File: src/rtl/mem_store_buffer_pkg.sv
// Shared constants and helpers for the MEM-stage store buffer.
// Feature macro STORE_FWD_EN (see mem_store_buffer.sv) is not referenced here.
package mem_store_buffer_pkg;

    localparam int SB_DEPTH = 4;
    localparam int SB_AW    = 32;
    localparam int WEN_W    = 4;
    localparam int DATA_W   = 32;

    // Bit positions inside the one-hot {sb,sh,sw} store opcode
    localparam int OP_SB = 2;
    localparam int OP_SH = 1;
    localparam int OP_SW = 0;

    function automatic logic lane_hit(
        input logic [WEN_W-1:0] wen,
        input logic [WEN_W-1:0] be
    );
        return |(wen & be);
    endfunction

    function automatic logic lane_cover(
        input logic [WEN_W-1:0] wen,
        input logic [WEN_W-1:0] be
    );
        return (wen & be) == be;
    endfunction

endpackage

File: src/rtl/mem_store_buffer_lane_gen.sv
// Store lane generator: one-hot op + low address bits -> byte strobes,
// lane-replicated write data and misalignment flag.
module store_lane_gen
    import mem_store_buffer_pkg::*;
(
    input  logic [2:0]        op_i,
    input  logic [1:0]        addr_i,
    input  logic [DATA_W-1:0] data_i,
    output logic [WEN_W-1:0]  wen_o,
    output logic [DATA_W-1:0] wdata_o,
    output logic              misal_o,
    output logic              legal_o
);

    always_comb begin
        wen_o   = '0;
        wdata_o = '0;
        misal_o = 1'b0;
        legal_o = 1'b1;
        unique case (1'b1)
            op_i[OP_SB]: begin
                wen_o   = 4'b0001 << addr_i;
                wdata_o = {4{data_i[7:0]}};
            end
            op_i[OP_SH]: begin
                wen_o   = addr_i[1] ? 4'b1100 : 4'b0011;
                wdata_o = {2{data_i[15:0]}};
                misal_o = addr_i[0];
            end
            op_i[OP_SW]: begin
                wen_o   = 4'b1111;
                wdata_o = data_i;
                misal_o = |addr_i;
            end
            default: legal_o = 1'b0;
        endcase
    end

endmodule

File: src/rtl/mem_store_buffer.sv
// MEM-stage store buffer: queues committed stores and drains them to the data SRAM.
// Optional store-to-load forwarding is built when STORE_FWD_EN is defined.
module mem_store_buffer
    import mem_store_buffer_pkg::*;
#(
    parameter int DEPTH = SB_DEPTH,
    parameter int AW    = SB_AW
) (
    input  logic              clk,
    input  logic              rst,
    input  logic              st_valid,
    output logic              st_ready,
    input  logic [2:0]        st_op,
    input  logic [AW-1:0]     st_addr,
    input  logic [DATA_W-1:0] st_data,
    output logic              excp_ades,
    input  logic              ld_valid,
    input  logic [AW-1:0]     ld_addr,
    input  logic [WEN_W-1:0]  ld_be,
    output logic              stallreq,
    output logic              fwd_valid,
    output logic [DATA_W-1:0] fwd_data,
    output logic              data_sram_en,
    output logic [WEN_W-1:0]  data_sram_wen,
    output logic [AW-1:0]     data_sram_addr,
    output logic [DATA_W-1:0] data_sram_wdata,
    input  logic              data_sram_gnt,
    output logic              sb_empty
);

    localparam int PW = $clog2(DEPTH);
    localparam logic [PW:0] PTR_ONE = (PW+1)'(1);

    logic [PW:0]        wptr_q, wptr_d;
    logic [PW:0]        rptr_q, rptr_d;
    logic [DEPTH-1:0]   valid_q, valid_d;
    logic               excp_q;
    logic [AW-3:0]      addr_q  [DEPTH];
    logic [WEN_W-1:0]   wen_q   [DEPTH];
    logic [DATA_W-1:0]  wdata_q [DEPTH];

    logic [WEN_W-1:0]   lg_wen;
    logic [DATA_W-1:0]  lg_wdata;
    logic               lg_misal;
    logic               lg_legal;
    logic               full;
    logic               empty;
    logic               accept;
    logic               enq;
    logic               deq;
    logic [PW-1:0]      widx;
    logic [PW-1:0]      ridx;
    logic [DEPTH-1:0]   match;
    logic               unused_ld_lo;

    assign unused_ld_lo = ^ld_addr[1:0];

    store_lane_gen u_lane_gen (
        .op_i    (st_op),
        .addr_i  (st_addr[1:0]),
        .data_i  (st_data),
        .wen_o   (lg_wen),
        .wdata_o (lg_wdata),
        .misal_o (lg_misal),
        .legal_o (lg_legal)
    );

    assign widx  = wptr_q[PW-1:0];
    assign ridx  = rptr_q[PW-1:0];
    assign empty = (wptr_q == rptr_q);
    assign full  = (wptr_q[PW] != rptr_q[PW]) && (widx == ridx);

    // Ready depends only on registered occupancy, never on a same-cycle drain
    assign st_ready = ~full;
    assign sb_empty = empty;
    assign accept   = st_valid & st_ready;
    assign enq      = accept & lg_legal & ~lg_misal;

    assign data_sram_en    = ~empty & ~ld_valid;
    assign data_sram_wen   = data_sram_en ? wen_q[ridx] : '0;
    assign data_sram_addr  = {addr_q[ridx], 2'b00};
    assign data_sram_wdata = wdata_q[ridx];
    assign deq             = data_sram_en & data_sram_gnt;
    assign excp_ades       = excp_q;

    always_comb begin
        wptr_d  = wptr_q;
        rptr_d  = rptr_q;
        valid_d = valid_q;
        if (deq) begin
            valid_d[ridx] = 1'b0;
            rptr_d        = rptr_q + PTR_ONE;
        end
        if (enq) begin
            valid_d[widx] = 1'b1;
            wptr_d        = wptr_q + PTR_ONE;
        end
    end

    always_ff @(posedge clk or negedge rst) begin
        if (!rst) begin
            wptr_q  <= '0;
            rptr_q  <= '0;
            valid_q <= '0;
            excp_q  <= 1'b0;
        end else begin
            wptr_q  <= wptr_d;
            rptr_q  <= rptr_d;
            valid_q <= valid_d;
            excp_q  <= accept & lg_legal & lg_misal;
        end
    end

    always_ff @(posedge clk or negedge rst) begin
        if (!rst) begin
            for (int i = 0; i < DEPTH; i++) begin
                addr_q[i]  <= '0;
                wen_q[i]   <= '0;
                wdata_q[i] <= '0;
            end
        end else if (enq) begin
            addr_q[widx]  <= st_addr[AW-1:2];
            wen_q[widx]   <= lg_wen;
            wdata_q[widx] <= lg_wdata;
        end
    end

    always_comb begin
        match = '0;
        for (int i = 0; i < DEPTH; i++) begin
            match[i] = valid_q[i]
                     && (addr_q[i] == ld_addr[AW-1:2])
                     && lane_hit(wen_q[i], ld_be);
        end
    end

`ifdef STORE_FWD_EN
    logic [PW-1:0] yng_idx;
    logic [PW-1:0] scan_idx;
    logic          hit;
    logic          part_acc;
    logic          older_part;
    logic          fwd_ok;

    // Walk oldest to youngest; an older partial overlap blocks forwarding
    always_comb begin
        yng_idx    = '0;
        scan_idx   = '0;
        hit        = 1'b0;
        part_acc   = 1'b0;
        older_part = 1'b0;
        for (int k = 0; k < DEPTH; k++) begin
            scan_idx = ridx + k[PW-1:0];
            if (match[scan_idx]) begin
                hit        = 1'b1;
                yng_idx    = scan_idx;
                older_part = part_acc;
                part_acc   = part_acc | ~lane_cover(wen_q[scan_idx], ld_be);
            end
        end
        fwd_ok = hit && lane_cover(wen_q[yng_idx], ld_be) && !older_part;
    end

    assign stallreq  = ld_valid & (|match) & ~fwd_ok;
    assign fwd_valid = ld_valid & fwd_ok;
    assign fwd_data  = fwd_valid ? wdata_q[yng_idx] : '0;
`else
    assign stallreq  = ld_valid & (|match);
    assign fwd_valid = 1'b0;
    assign fwd_data  = '0;
`endif

endmodule
File: config.mk
export PLATFORM = sky130hd
export DESIGN_NAME = mem_store_buffer
export DESIGN_NICKNAME = d
export VERILOG_FILES = /design/src/rtl/mem_store_buffer_pkg.sv /design/src/rtl/mem_store_buffer_lane_gen.sv /design/src/rtl/mem_store_buffer.sv
export SDC_FILE = /design/constraint.sdc
export NUM_CORES = 1
export LEC_CHECK = 0
export ABC_CLOCK_PERIOD_IN_PS = 3700
export BUFFER_PORTS_ARGS = -buffer_cell sky130_fd_sc_hd__buf_2
export CAP_MARGIN = 20
export CORE_MARGIN = 5
export CORE_UTILIZATION = 47
export CTS_BUF_LIST = sky130_fd_sc_hd__clkbuf_4 sky130_fd_sc_hd__clkbuf_8
export CTS_CLUSTER_DIAMETER = 60
export DETAILED_ROUTE_END_ITERATION = 7
export HOLD_SLACK_MARGIN = 0.06
export PLACE_DENSITY = 0.79
export SYNTH_ARGS = -nofsm -noshare
export SYNTH_HDL_FRONTEND = slang
export SYNTH_HIERARCHICAL = 1
export SYNTH_SLANG_ARGS = --single-unit
File: constraint.sdc
create_clock -name clk -period 3.7 [get_ports clk]
set_clock_uncertainty 0.2 [all_clocks]
set_input_delay 0.555 -clock clk [delete_from_list [all_inputs] [get_ports clk]]
set_output_delay 0.555 -clock clk [all_outputs]
set_load 0.05 [all_outputs]
==> impl_metrics.yaml, run 1 <==
logic_synthesis:
  synth_cells: 996
  synth_seq_cells: 275
  synth_cell_type_count: 37
  synth_area_leaders: "dfrtp_1 (47%), mux2_4 (12%), mux2_2 (11%), mux4_2 (10%), xnor2_1 (6.9%)"
  ys_warn_count: 6
  ys_seq_area_share_pct: 46.9
  synthesis.area_um2: 14700
  synth_area_leader_cell: "dfrtp_1"
  syn_area_per_cell_um2: 14.7
  synth_top_area_share_pct: 46.9
floorplan:
  die_h_um: 187
  boundaryPins: 214
  die-width_um: 187
  start_util_pct: 47.8
  rows: 64
  core_area_um2: 30700
  dieArea_um2: 34900
cts:
  numCtsBuffers: 46
  clock_sinks: 275
  htree_levels: 2
  cts_buffer_depth: 3
  cts_tree: "done"
  cts_root_buffer: "clkbuf_8"
  insertion_delay_ps: 560
  clk_pin_slew_ps: 60
  cts-resized-gates: 0
global_routing:
  first_global_vias: 9674
  gr-total-overflow: 0
  grt_pass1_wl_mm: 57.9
  antenna_found_initial: 11
  grt_usage_pct: 20.8
  grt_max_degree: 99
route:
  drc: 0
  routedWlPerCell_um: 23.1
  postRouteAntennaNets: 0
  finalWirelength_mm: 37.1
  drt_iter0_drc: 668
  avgViaCountPerCell: 5.63
  vias: 9045
  first_pass_iters: 6
sta:
  post-route-period-util_pct: 95.3
  rsz0062_at_grt: "false"
  period_needed_ps: 3520
  tns_ps: 0
  setup_viol: 0
  worst_pin_slew_ps: 1120
  clock.fmax_ghz: 0.284
  hold_viol_final: 0
  final-max-slew-violation-count: 0
  timing.slew.headroom_pct: 25.4
power:
  power_density_nw_per_um2: 1060
  p_leak_nw: 7.83
  peakVddDrop_v: 0.000618
place:
  dp_cells: 1505
  place_hpwl_mm: 25.8
  gp_congestion: 0.885
  place.port_buffers: 176
run:
  drv_cap: 0
critical_path:
  critical_path.max_fanout: 3
  end_kind: "primary output"
  arrival_ps: 2770
  worstSetupStartpointType: "flop"
  worstPathRequired_ps: 2940
  critPathKind: "flop to primary output"
layout:
  stdcell_count: 1606
  syn_to_final_growth_pct: 15.6
  nets: 1287
  drive_gt1_share_pct: 51.6
  fillers: 2444
status:
  status: "finished clean"
hold_path:
  hp-class: "primary input to flop"
[logic make-up after synthesis]
logic type,Yosys count,synth area share [%]
simple gates,78,3.28
buf+inv,131,5.41
xor+xnor,127,7.58
fa+ha+maj,8,0.682
other cells,1,0.0256
compound gates,46,2.66
flops,275,46.9
mux,330,33.5
[final cells by class]
cell class | instances | area (um2) | share of cell area, %
antenna | 5 | 12.5 | 0.0737
clock buffer | 76 | 990 | 5.83
clock inverter | 6 | 62.6 | 0.369
inverter | 14 | 52.6 | 0.310
multi-input combinational | 624 | 7150 | 42.1
sequential | 275 | 6890 | 40.6
tap | 396 | 495 | 2.92
timing repair buffer | 210 | 1320 | 7.77
[worst max-delay path: stages (launching register included)]
cell and delay (ps):
dfrtp_1 400, xnor2_1 450, nand4_1 260, nor4_1 320
nand3_1 120, a41oi_1 330, buf_2 330
[Yosys cell counts, drive strengths merged]
library cell,instances
dfrtp,275
mux2,264
xnor2,115
buf,79
mux4,66
clkbuf,38
nand4,28
a22o,24
inv,14
and2,13
xor2,12
nand2,11
a222oi,8
ha,8
nor4,8
a221oi,4
nand3,4
nor3,4
a21oi,3
nand3b,2
nor2,2
o21ai,2
o21bai,2
or2,2
a221o,1
a31oi,1
a41oi,1
and3,1
and4,1
and4b,1
conb,1
or3,1
[through the flow]
| stage | setup WS [ps] | total power, mW | hold slack (ps) | instance area, um2 | utilization (%) |
|---|---|---|---|---|---|
| global route | 132 | 18.8 | 73.5 | 17000 | 55.3 |
| global placement | 580 | 14.7 | 281 | 15800 | 51.4 |
| detailed placement | 581 | 14.9 | 289 | 15800 | 51.4 |
| CTS | 227 | 18.0 | 61.0 | 16900 | 55.3 |
| floorplan | 674 | 12.8 | 59.4 | 14800 | - |
| finish | 176 | 17.9 | 80.7 | 17000 | 55.3 |
[path summary, 6_finish.rpt]
check	start	slack [ps]	endpoint	depth (start not counted)
setup / recovery	addr_q[7]$_DFFE_PN0P_	180	stallreq	6
max in group asynchronous	rst	1960	wdata_q[21]$_DFFE_PN0P_	3
hold reg to reg	wptr_q[2]$_DFFE_PN0P_	290	wptr_q[2]$_DFFE_PN0P_	1
hold / removal	st_addr[2]	80	addr_q[30]$_DFFE_PN0P_	2
min in group asynchronous	rst	430	addr_q[79]$_DFFE_PN0P_	2
setup reg to reg	wptr_q[2]$_DFFE_PN0P_	780	wdata_q[91]$_DFFE_PN0P_	6
[where the power goes]
| part | leakage, nW | internal [mW] | switching [mW] |
|---|---|---|---|
| logic | 3.97 | 4.02 | 5.24 |
| registers | 3.30 | 4.54 | 1.14 |
| clock network | 0.558 | 1.76 | 1.25 |
[sequential cells by signal, summed over array words and instances (netlist names)]
register	count
wdata_q	128
wptr_q	3
addr_q	120
rptr_q	3
wen_q	16
valid_q	4
excp_ades	1
[repair_timing]
| item | 4_1_cts | 5_1_grt |
|---|---|---|
| endpoints found under the hold margin | 115 | 1 |
| hold buffers | 13 | 1 |
| setup endpoints to repair | 0 | 0 |
| buffers inserted | 0 | 0 |
[routing by layer]
metal  vias to the layer above  part of all wire, %  track usage (%)
met5                         -                 0.12                0
met4                        10                  2.5             6.75
met3                        72                  5.9             3.81
met2                       304                   46             31.6
met1                      4747                   45             30.6
li1                       3912                    -                -
[cells in the final DEF, fill, tap and decap left out, types with 3 or more instances in the layout]
master,n
nand3_1,4
nor3_1,4
mux2_2,144
dlygate4sd3_1,14
a222oi_1,8
mux4_2,66
diode_2,5
xnor2_1,115
buf_12,11
nand2_1,7
clkbuf_8,67
mux2_4,120
nand4_1,28
buf_4,9
a22o_1,24
clkinv_2,3
a221oi_1,4
a21oi_1,3
xor2_1,12
and2_1,5
dfrtp_1,273
ha_1,8
buf_2,175
conb_1,35
nor4_1,8
clkbuf_4,9
nand2_4,4
inv_1,14
and2_4,8
No activity file was read; power rests on OpenSTA's default activity.
==> run 2, diff against run 1 <==
--- a/config.mk
+++ b/config.mk
@@ -10,7 +10,6 @@
 export CAP_MARGIN = 20
 export CORE_MARGIN = 5
 export CORE_UTILIZATION = 47
-export CTS_BUF_LIST = sky130_fd_sc_hd__clkbuf_4 sky130_fd_sc_hd__clkbuf_8
 export CTS_CLUSTER_DIAMETER = 60
 export DETAILED_ROUTE_END_ITERATION = 7
 export HOLD_SLACK_MARGIN = 0.06
==> run 2 against run 1 <==
Compared with the run above: clock-buffer cell count shrank 34; die area unchanged; first-iteration DRC count is 2.1% lower; sequential power barely moved; maximum frequency grew 0.95%; combinational power barely moved; critical path type unchanged; largest power group unchanged.
==> impl_metrics.yaml, run 2 (synthesis results as in run 1) <==
layout:
  fillers: 2467
  nets: 1257
  multi_input_area_um2: 7150
  reg_top3: "wdata_q: 128 flops, addr_q: 120 flops, wen_q: 16 flops"
  final_common_cell: "dfrtp_1"
  final_core_util_pct: 54.4
  syn_to_final_growth_pct: 13.7
  regArea_um2: 6890
  drive_gt1_share_pct: 50.4
  top_register: "wdata_q"
  largest_reg_flops: 128
  final_cell_mix: "dfrtp_1 (273), buf_2 (175), mux2_2 (144)"
floorplan:
  dieArea_um2: 34900
  core_area_um2: 30700
  die_h_um: 187
  start_util_pct: 47.8
  die-width_um: 187
  rows: 64
  boundaryPins: 214
critical_path:
  critical_path.max_fanout: 3
  worstPathRequired_ps: 2940
  end_kind: "primary output"
  worstSetupStartpointType: "flop"
  arrival_ps: 2740
  critPathKind: "flop to primary output"
route:
  drc: 0
  avgViaCountPerCell: 5.69
  drt_iter0_drc: 654
  vias: 8883
  postRouteAntennaNets: 0
  routedWlPerCell_um: 23.8
  first_pass_iters: 6
  finalWirelength_mm: 37.1
global_routing:
  antenna_found_initial: 12
  grt_usage_pct: 20.7
  grt_max_degree: 99
  first_global_vias: 9586
  gr-total-overflow: 0
  grt_pass1_wl_mm: 57.6
sta:
  whs_ps: 84.5
  hold_viol_final: 0
  post-route-period-util_pct: 94.4
  tns_ps: 0
  setup_viol: 0
  timing.slew.headroom_pct: 26.3
  rsz0062_at_grt: "false"
  final-max-slew-violation-count: 0
  clock.fmax_ghz: 0.286
  period_needed_ps: 3490
  setup_ws_ps: 209
  worst_pin_slew_ps: 1110
cts:
  htree_levels: 1
  cts-resized-gates: 0
  cts_buffer_depth: 3
  clock_sinks: 275
  cts_tree: "done"
  numCtsBuffers: 29
  cts_hold_buffers: 1
  clk_pin_slew_ps: 60
  cts_root_buffer: "clkbuf_16"
  insertion_delay_ps: 550
  cts_setup_buffers: 0
place:
  dp_slack_ps: 581
  place.port_buffers: 176
  place_hpwl_mm: 25.8
  gp_congestion: 0.885
power:
  p_leak_nw: 7.66
  seqPwrFrac_pct: 32.1
  p_sw_mw: 7.57
  clkPwrFrac_pct: 15.6
  intPower_mw: 10.1
  switching_share_pct: 42.8
  peakVddDrop_v: 0.000581
  power_density_nw_per_um2: 1060
  power_frac_comb_pct: 52.3
status:
  status: "finished clean"
run:
  drv_cap: 0
hold_path:
  hp-class: "primary input to flop"
## run 2: changes by cell type in the layout (fill, tap and decap cells not counted), sizes merged
| cell | delta |
|---|---|
| clkbuf | -34 |
| bufinv | -1 |
| clkinvlp | +1 |
| inv | -2 |
| diode | +1 |
| dlygate4sd3 | -13 |
| clkinv | +4 |
## run 2: layer usage
layer  part of all wire (%)  global-route usage [%]
met5                   0.15                       0
met4                    3.0                    6.31
met3                    7.0                    4.39
met2                     47                    32.1
met1                     43                    29.7
## run 2: path summary, 6_finish.rpt
kind / start / to / slack, ps / cells after the start
setup / recovery: addr_q[7]$_DFFE_PN0P_ / stallreq / 210 / 6
hold / removal: st_addr[13] / addr_q[41]$_DFFE_PN0P_ / 80 / 2
setup reg to reg: wptr_q[2]$_DFFE_PN0P_ / wdata_q[87]$_DFFE_PN0P_ / 790 / 6
hold reg to reg: valid_q[0]$_DFF_PN0_ / valid_q[0]$_DFF_PN0_ / 300 / 1
max in group asynchronous: rst / wdata_q[18]$_DFFE_PN0P_ / 1940 / 3
min in group asynchronous: rst / addr_q[98]$_DFFE_PN0P_ / 420 / 2
## run 2: power groups by stage
stage                     clock [mW]  sequential, mW  combinational (mW)
final                           2.77            5.68                9.26
after global routing            2.95            5.86                9.72
after CTS                       2.81            5.66                9.32
after detailed placement           0            5.67                9.27
after global placement             0            5.57                9.16
after floorplan                    0            5.32                7.46
## run 2: cell type report
class,count,share of cell area (%)
well taps,396,2.97
diodes,6,0.0900
repair buffers,197,7.12
clock buffers,42,5.12
multi-input cells,624,42.8
inverters,14,0.315
clock inverters,8,0.277
flip-flops and latches,275,41.3
## run 2: worst max-delay path, stage by stage (launching register included)
cell	delay [ps]
dfrtp_1	400
xnor2_1	430
nand4_1	250
nor4_1	320
nand3_1	120
a41oi_1	330
buf_2	330
## run 2: metrics by stage
| stage | instances | area, um2 | power (mW) |
|---|---|---|---|
| global route | 1561 | 16700 | 18.5 |
| global placement | 1505 | 15800 | 14.7 |
| CTS | 1556 | 16700 | 17.8 |
| floorplan | 1030 | 14800 | 12.8 |
| finish | 1562 | 16700 | 17.7 |
| detailed placement | 1505 | 15800 | 14.9 |
==> run 3, diff against run 2 <==
--- a/config.mk
+++ b/config.mk
@@ -13,7 +13,8 @@
 export CTS_CLUSTER_DIAMETER = 60
 export DETAILED_ROUTE_END_ITERATION = 7
 export HOLD_SLACK_MARGIN = 0.06
-export PLACE_DENSITY = 0.79
+export PLACE_DENSITY = 0.76
+export RECOVER_POWER = 50
 export SYNTH_ARGS = -nofsm -noshare
 export SYNTH_HDL_FRONTEND = slang
 export SYNTH_HIERARCHICAL = 1
==> run 3 against run 2 <==
Compared with the run above: clock power rose by 17%; the flow now finishes with violations (max-capacitance violations, max-slew violations); sequential cell count stayed put; non-clock buffer count rose by 3; core utilization increased by 0.56 points; combinational power decreased by 0.8%.
==> impl_metrics.yaml, run 3 (synthesis results as in run 1) <==
status:
  status: "finished with violations"
  violations: "max-capacitance violations, max-slew violations"
cts:
  insertion_delay_ps: 550
  numCtsBuffers: 31
  cts_buffer_depth: 3
  clk_pin_slew_ps: 60
  cts_tree: "done"
  htree_levels: 1
  clock_sinks: 275
  cts_root_buffer: "clkbuf_16"
layout:
  top_register: "wdata_q"
  final_common_cell: "dfrtp_1"
  syn_to_final_growth_pct: 14.9
  stdcell_count: 1572
  reg_top3: "wdata_q: 128 flops, addr_q: 120 flops, wen_q: 16 flops"
  final_cell_mix: "dfrtp_1 (273), buf_2 (173), mux2_2 (144)"
  largest_reg_flops: 128
  fillers: 2466
  nets: 1262
  drive_gt1_share_pct: 49.4
  final_core_util_pct: 55.0
critical_path:
  cp_slowest_cell: "nor4_1"
  critical_path.max_stage_delay_ps: 450
  cp_cell_sequence: "xnor2_1 > nand4_1 > nor4_1 > nand3_1 > a41oi_1 > buf_2"
  critical_path.max_fanout: 3
  critPathKind: "flop to primary output"
  r2r_slack_ps: 450
  end_kind: "primary output"
  worstSetupStartpointType: "flop"
  worstPathRequired_ps: 2940
  arrival_ps: 2690
global_routing:
  met2_usage_pct: 33.3
  grt_use_met3_pct: 3.85
  grt_usage_pct: 20.8
  first_global_vias: 9668
  grt_pass1_wl_mm: 58.1
  antenna_found_initial: 9
  grt_max_degree: 111
  grt.busiest_layer: "met2"
  met1_usage_pct: 29.8
  gr-total-overflow: 0
floorplan:
  boundaryPins: 214
  rows: 64
  dieArea_um2: 34900
  die_h_um: 187
  die-width_um: 187
  start_util_pct: 47.8
  core_area_um2: 30700
sta:
  period_needed_ps: 3440
  hold_viol_final: 0
  post-route-period-util_pct: 93.0
  timing.slew.headroom_pct: -6.00
  final-max-slew-violation-count: 108
  clock.fmax_ghz: 0.291
  setup_viol: 0
  rsz0062_at_grt: "false"
  tns_ps: 0
  worst_pin_slew_ps: 1590
route:
  postRouteAntennaNets: 0
  vias: 8859
  drt_iter0_drc: 640
  drc: 0
  routedWlPerCell_um: 23.5
  finalWirelength_mm: 36.9
  avgViaCountPerCell: 5.64
  first_pass_iters: 5
place:
  dp_cells: 1505
  gp_congestion: 0.895
  place_hpwl_mm: 26.0
  place.port_buffers: 176
hold_path:
  hp-class: "primary input to flop"
power:
  peakVddDrop_v: 0.000725
  p_leak_nw: 7.68
  power_density_nw_per_um2: 1070
run:
  drv_cap: 1
-- run 3: cell types whose count changed in the layout (fill, tap and decap cells not counted), moves of 3 or more --
| cell | before | now |
|---|---|---|
| bufinv_16 | 0 | 4 |
| nand2_4 | 4 | 1 |
| dlygate4sd3_1 | 1 | 4 |
| mux2_4 | 120 | 110 |
| nand2_1 | 7 | 10 |
| clkinv_2 | 6 | 3 |
| mux2_1 | 0 | 10 |
-- run 3: worst paths after layout --
path / end / cells after the start / from
worst max-delay path: stallreq / 6 / addr_q[85]$_DFFE_PN0P_
worst min-delay path: addr_q[83]$_DFFE_PN0P_ / 2 / st_addr[25]
worst max register to register: addr_q[19]$_DFFE_PN0P_ / 6 / rptr_q[0]$_DFFE_PN0N_
worst min register to register: wptr_q[2]$_DFFE_PN0P_ / 1 / wptr_q[2]$_DFFE_PN0P_
max in group asynchronous: rptr_q[0]$_DFFE_PN0N_ / 2 / rst
min in group asynchronous: addr_q[40]$_DFFE_PN0P_ / 2 / rst
-- run 3: layout make-up --
class | count | area [um2] | area share [%]
repair buffers | 200 | 1220 | 7.23
clock buffers | 45 | 928 | 5.51
multi-input cells | 624 | 7090 | 42.0
clock inverters | 11 | 171 | 1.02
inverters | 14 | 52.6 | 0.312
well taps | 396 | 495 | 2.94
flip-flops and latches | 275 | 6890 | 40.9
diodes | 7 | 17.5 | 0.104
-- run 3: critical path: cells and delay by family (launching register included) --
family / cells / cell delay (ps)
AOI/OAI and AO/OA: 1 / 290
and+or+nand+nor: 3 / 720
xor gates and xnor gates: 1 / 380
DFF: 1 / 410
buffers and inverters: 1 / 330
-- run 3: what timing repair did --
item | CTS | global route
setup buffers | 0 | 0
hold endpoints to repair | 112 | 0
gates resized for setup | 0 | 0
hold buffers | 4 | 0
-- run 3: routing by layer --
layer,vias up,wire length [um]
met1,4638,16300
li1,3861,-
met4,6,806
met3,57,2200
met5,-,28
met2,297,17700
-- run 3: stage by stage --
step / power [mW] / cell area, um2 / hold slack, ps / worst slack [ps]
floorplan: 12.8 / 14800 / 59.4 / 674
global placement: 14.7 / 15800 / 280 / 623
detailed placement: 15.0 / 15800 / 286 / 624
CTS: 18.3 / 16900 / 60.6 / 237
global route: 19.0 / 16900 / 65.2 / 62.1
finish: 18.1 / 16900 / 72.9 / 259
-- run 3: power by group --
part | internal (mW) | leakage (nW) | switching, mW | total (mW)
clock network | 2.01 | 0.541 | 1.23 | 3.24
registers | 4.54 | 3.30 | 1.14 | 5.68
logic | 3.97 | 3.84 | 5.22 | 9.19
